## config.mk

```make
export PLATFORM = sky130hd
export DESIGN_NAME = branch_history_table
export DESIGN_NICKNAME = d
export VERILOG_FILES = /design/src/rtl/branch_history_table.sv
export SDC_FILE = /design/constraint.sdc
export NUM_CORES = 1
export LEC_CHECK = 0
export CELL_PAD_IN_SITES_DETAIL_PLACEMENT = 1
export CELL_PAD_IN_SITES_GLOBAL_PLACEMENT = 1
export CORE_MARGIN = 8
export CORE_UTILIZATION = 45
export DETAILED_ROUTE_END_ITERATION = 8
export PLACE_DENSITY = 0.85
export SYNTH_ARGS = -nofsm -noshare
export SYNTH_HDL_FRONTEND = slang
export SYNTH_SLANG_ARGS = --single-unit
export TNS_END_PERCENT = 20
```

## constraint.sdc

```tcl
create_clock -name bht_clk -period 4.66 [get_ports bht_clk]
set_input_delay 1.165 -clock bht_clk [delete_from_list [all_inputs] [get_ports bht_clk]]
set_output_delay 1.165 -clock bht_clk [all_outputs]
set_load 0.03 [all_outputs]
```

## src/rtl/branch_history_table.sv

```systemverilog
// Table of saturating branch-prediction counters indexed by PC, with a
// registered lookup port, a read-modify-write update port and an init/flush sweep.
//
// state   | meaning
// --------+-----------------------------------------------------------
// ST_INIT | sweeping INIT_VALUE into every entry, traffic dropped
// ST_RUN  | table valid, lookups and updates accepted
module branch_history_table #(
  parameter int ENTRIES    = 64,
  parameter int CTR_WIDTH  = 2,
  parameter int PC_WIDTH   = 32,
  parameter int INDEX_LSB  = 2,
  parameter int INIT_VALUE = 2**(CTR_WIDTH-1)-1
) (
  input  logic                 bht_clk,
  input  logic                 bht_rst_n,
  input  logic                 bht_flush,
  output logic                 bht_ready,
  input  logic                 bht_lookup_valid,
  input  logic [PC_WIDTH-1:0]  bht_lookup_pc,
  output logic                 bht_pred_valid,
  output logic                 bht_pred_taken,
  output logic                 bht_pred_strong,
  output logic [CTR_WIDTH-1:0] bht_pred_ctr,
  input  logic                 bht_update_valid,
  input  logic [PC_WIDTH-1:0]  bht_update_pc,
  input  logic                 bht_update_taken
);

  localparam int IDX_W = $clog2(ENTRIES);
  localparam logic [CTR_WIDTH-1:0] CTR_MAX  = '1;
  localparam logic [CTR_WIDTH-1:0] CTR_INIT = CTR_WIDTH'(INIT_VALUE);
  localparam logic [IDX_W-1:0]     LAST_IDX = IDX_W'(ENTRIES-1);

  typedef enum logic {ST_INIT, ST_RUN} state_e;

  state_e               state_q, state_d;
  logic [IDX_W-1:0]     sweep_idx_q, sweep_idx_d;
  logic [CTR_WIDTH-1:0] ctr_mem [ENTRIES];

  logic                 pred_valid_q, pred_taken_q, pred_strong_q;
  logic [CTR_WIDTH-1:0] pred_ctr_q;

  logic [IDX_W-1:0]     lk_idx, upd_idx, wr_idx;
  logic [CTR_WIDTH-1:0] upd_cur, upd_new, lk_ctr, wr_data;
  logic                 run, lk_fire, upd_fire, wr_en;
  logic                 unused_pc;

  assign lk_idx    = bht_lookup_pc[INDEX_LSB +: IDX_W];
  assign upd_idx   = bht_update_pc[INDEX_LSB +: IDX_W];
  assign unused_pc = ^{bht_lookup_pc, bht_update_pc};

  assign run      = (state_q == ST_RUN);
  assign lk_fire  = run && bht_lookup_valid && !bht_flush;
  assign upd_fire = run && bht_update_valid && !bht_flush;

  assign upd_cur = ctr_mem[upd_idx];

  always_comb begin
    upd_new = upd_cur;
    if (bht_update_taken) begin
      if (upd_cur != CTR_MAX) upd_new = upd_cur + CTR_WIDTH'(1);
    end else begin
      if (upd_cur != '0) upd_new = upd_cur - CTR_WIDTH'(1);
    end
  end

  // write-first: a same-cycle update to the looked-up entry is forwarded
  assign lk_ctr = (upd_fire && (upd_idx == lk_idx)) ? upd_new : ctr_mem[lk_idx];

  always_comb begin
    state_d     = state_q;
    sweep_idx_d = sweep_idx_q;
    wr_en       = 1'b0;
    wr_idx      = upd_idx;
    wr_data     = upd_new;
    case (state_q)
      ST_INIT: begin
        if (bht_flush) begin
          sweep_idx_d = '0;
        end else begin
          wr_en   = 1'b1;
          wr_idx  = sweep_idx_q;
          wr_data = CTR_INIT;
          if (sweep_idx_q == LAST_IDX) state_d = ST_RUN;
          else                         sweep_idx_d = sweep_idx_q + IDX_W'(1);
        end
      end
      ST_RUN: begin
        if (bht_flush) begin
          state_d     = ST_INIT;
          sweep_idx_d = '0;
        end else if (upd_fire) begin
          wr_en = 1'b1;
        end
      end
      default: begin
        state_d     = ST_INIT;
        sweep_idx_d = '0;
      end
    endcase
  end

  always_ff @(posedge bht_clk or negedge bht_rst_n) begin
    if (!bht_rst_n) begin
      state_q     <= ST_INIT;
      sweep_idx_q <= '0;
    end else begin
      state_q     <= state_d;
      sweep_idx_q <= sweep_idx_d;
    end
  end

  // storage deliberately unreset so it maps onto RAM/regfile
  always_ff @(posedge bht_clk) begin
    if (wr_en) ctr_mem[wr_idx] <= wr_data;
  end

  always_ff @(posedge bht_clk or negedge bht_rst_n) begin
    if (!bht_rst_n) begin
      pred_valid_q  <= 1'b0;
      pred_taken_q  <= 1'b0;
      pred_strong_q <= 1'b0;
      pred_ctr_q    <= '0;
    end else begin
      pred_valid_q <= lk_fire;
      if (lk_fire) begin
        pred_ctr_q    <= lk_ctr;
        pred_taken_q  <= lk_ctr[CTR_WIDTH-1];
        pred_strong_q <= (lk_ctr == '0) || (lk_ctr == CTR_MAX);
      end
    end
  end

  assign bht_ready       = run;
  assign bht_pred_valid  = pred_valid_q;
  assign bht_pred_taken  = pred_taken_q;
  assign bht_pred_strong = pred_strong_q;
  assign bht_pred_ctr    = pred_ctr_q;

endmodule

```

==> results.txt <==
* Element type at the critical path end: register
- The floorplan step defined a die boundary enclosing ~20000 um^2.
* Area overhead of the layout relative to synthesis: 15.5%
- Final estimated routing congestion in global placement: roughly 0.9
- Final worst-path setup slack: ~320 ps
* Clock-pin slew on the worst setup and hold paths: 60 ps
* Placed cells: 701
* Vertical die dimension: 143 um
- DRC violations left: 0
- In the synthesized netlist the async set-or-reset flop fraction comes to 0.0791.
* Clock latency on the worst-skew pair: between 400 and 500 ps
* Std-Cell Core Area: about 16000 um^2
- Share of the synthesized area in the top cell type: 0.532
- Prior to clock tree synthesis, the placed netlist has a worst setup slack of -14.2 ps.
- STA puts the critical path data required time at between 4000 and 5000 ps.
- Between clock sinks in the finished design, the worst skew comes to roughly 11 ps.
* Iteration-0 DRC Markers: between 400 and 500
- Count of instances resized after the clock tree is built: 0
* Share of final-layout standard cells stronger than drive strength 1: 0.219
- Number of endpoints failing setup at the final stage: 0
- Count of hold-fix buffers inserted at cts: 0
- Worst setup path class: in2reg
- Highest fanout seen on the critical path: 41
- Summing over every cut layer, the via total after detailed routing is 4644.
- Global Route Usage Sum: 0.205
- In this design, the stage delay of the slowest critical-path cell is around 740 ps.
* Cell type with the largest total area after synthesis: edfxtp_1
- Max clock buf depth: 2
* Number of antenna-violating nets in the routed design: 0
- The synthesized design contains between 100 and 150 register bits.
- In this run the power density over the cells is 370 nW/um^2.
- Cell with the biggest individual delay on the critical path: nor2_4
* Netlist cell types: 49
- In the final routed layout, each cell accounts on average for about 27 um.
* Max_slew headroom: 0.354
- In the routed layout, each cell is associated on average with a via count of roughly 6.3.
- Number of standard cells in the layout, taps in and fillers out: around 730
* Endpoints failing hold: 0
- Counting the buffers created by CTS gives 17.
* Status: complete, no violations
* Critical path's top delay family: compound AO/OA/AOI/OAI gates
* Slew of the pin with the lowest slew margin: 967 ps
- The number of global-route vias before repair came to approximately 5.0k.
* Warning count from the yosys run: 0
- The die is 143 um wide.
* Number of rows in the core area: 46
- Share of the clock period used by the worst path: 0.930
- Synth top area cells: edfxtp_1 53%, mux4_2 17%, mux4_1 5.1%
* Leakage power figure: roughly 2.8 nW
* Finished Core Util: 0.530
- The number of max-slew violations in the final report was 0.
- Diodes inserted: 0
- Category of the worst setup path launch point: input port
* Series of cell instances along the critical path: clkdlybuf4s50_1 -> buf_4 -> nor2b_1 -> a221oi_1 -> a311o_1 -> o311ai_0 -> a31o_1 -> maj3_2 -> nor2_4 -> buf_12
- Critical path buffers and inverters: 3
* Global-route wire length before repair: 30.2 mm
- Setup repair after global routing left no endpoint under its margin.
- Total clock sinks: around 140
- Wire length after detailed routing: ~20 mm
- Detailed Routing Iterations Pass 1: 5
- Max-cap violations: 0
- The clock tree synthesis step divided the H-tree into 4 levels.
- Per-instance average area after synthesis: 15.3 um^2
* Synthesized netlist net count: about 540
* Top_reg_cell synth: edfxtp_1
- At the worst endpoint, the arrival time is roughly 4600 ps.
- Pin count of the biggest net entering global routing: between 40 and 50
- VDD sags by at most 0.263 mV.
- Fillcell total: approximately 1.5k
- Final HPWL from detailed placement: between 10 and 15 mm
- The setup check on the worst reg-to-reg path leaves a slack of between 1000 and 1500 ps.
- Initial antenna violation count: 0
* Congestion Overflow GR: 0
- Post-layout nets: 575
- Syn Inst Count: 471
- The share of the Yosys chip area taken by registers is 0.570.
- Hold Crit Class: reg2reg
* Synthesized area: 7230 um^2
- Yosys mapped a number of flops with a built-in enable equal to between 100 and 150.
* Total I/O pin count: 76
- Post-CTS Setup Repair Bufs: 0
- FMAX: around 230 MHz
- # port buffers: 23
- Root Buffer Master: clkbuf_16
- Effective utilization at floorplan: 0.458
* CTS tree: done
* Period minus WS final: roughly 4300 ps
==> power breakdown <==
part / switching [mW] / total, mW / internal [mW]
clock network: 0.554 / 1.35 / 0.798
registers: 0.00865 / 1.40 / 1.39
logic: 0.194 / 0.335 / 0.141
==> final timing paths <==
kind,start,to,cells after the start
min in group asynchronous,bht_rst_n,bht_ready,1
worst min-delay path,bht_pred_strong,bht_pred_strong,2
worst min register to register,bht_pred_strong,bht_pred_strong,2
max in group asynchronous,bht_rst_n,sweep_idx_q[0],1
worst max register to register,ctr_mem[12][0],ctr_mem[41][1],8
worst max-delay path,bht_update_pc[3],ctr_mem[41][1],10
==> layer usage <==
metal | up-vias | global-route usage | share of wire
met1 | 2433 | 0.252 | 0.41
met3 | 48 | 0.0544 | 0.068
met4 | 0 | 0.102 | 0.034
li1 | 1963 | - | -
met5 | - | 0 | 0
met2 | 200 | 0.328 | 0.49
==> logic make-up after synthesis <==
kind of cell,after synthesis,share of synthesized area
AND/OR/NAND/NOR,142,0.0814
XOR/XNOR,11,0.0133
buffers and inverters,39,0.0331
AO/OA/AOI/OAI,47,0.0478
multiplexers,90,0.250
flip-flops,139,0.570
adder cells (fa/ha/maj),3,0.00485
==> cells in the final DEF, fill, tap and decap left out, types with 7 or more instances in the layout <==
cell	instances
inv_1	8
dfrtp_1	11
xnor2_1	8
mux4_1	14
nand2_1	36
nand3_1	7
clkbuf_16	17
buf_12	7
mux4_2	54
buf_4	13
clkdlybuf4s50_1	21
a221oi_1	9
edfxtp_1	128
mux2i_1	22
nor2_1	78
==> area by class of cell <==
type,instances,area [um^2],share of cell area
multi-input cells,293,2880,0.344
clock buffers,18,429,0.0514
well taps,216,270,0.0324
inverters,10,37.5,0.00450
repair buffers,43,458,0.0548
flip-flops and latches,139,4120,0.493
clock inverters,14,160,0.0192
==> worst register-to-register path: stages (launching register included) <==
cell,delay (ps)
edfxtp_1,350
mux2i_1,90
a221oi_1,530
a311o_1,210
o311ai_0,200
a31o_1,290
maj3_2,350
nor2_4,740
buf_12,280
==> through the flow <==
step | hold WS, ps | TNS, ps | area [um^2] | power, mW
final | 541 | 0 | 8350 | 3.09
after global routing | 562 | 0 | 8350 | 3.17
after CTS | 540 | 0 | 8350 | 3.11
after detailed placement | 527 | -312 | 7760 | 1.76
after global placement | 497 | 0 | 7760 | 1.74
after floorplan | 557 | 0 | 7230 | 1.64
==> sequential cells by signal (all words and copies together) (netlist names) <==
signal / flops
bht_pred_ctr: 1
bht_pred_strong: 1
bht_pred_taken: 1
bht_pred_valid: 1
bht_ready: 1
ctr_mem: 128
sweep_idx_q: 6
==> Yosys cell counts (all sizes together) (3+ instances only) <==
cell type	n
a21oi	6
a221oi	9
a22oi	5
a31o	4
a31oi	4
buf	15
clkbuf	14
dfrtp	11
edfxtp	128
inv	8
mux2i	22
mux4	68
nand2	36
nand3	7
nand4	3
nor2	79
nor2b	3
nor3	3
o21ai	6
or3	3
xnor2	8
xor2	3
Power figures use the tool's default switching activity.
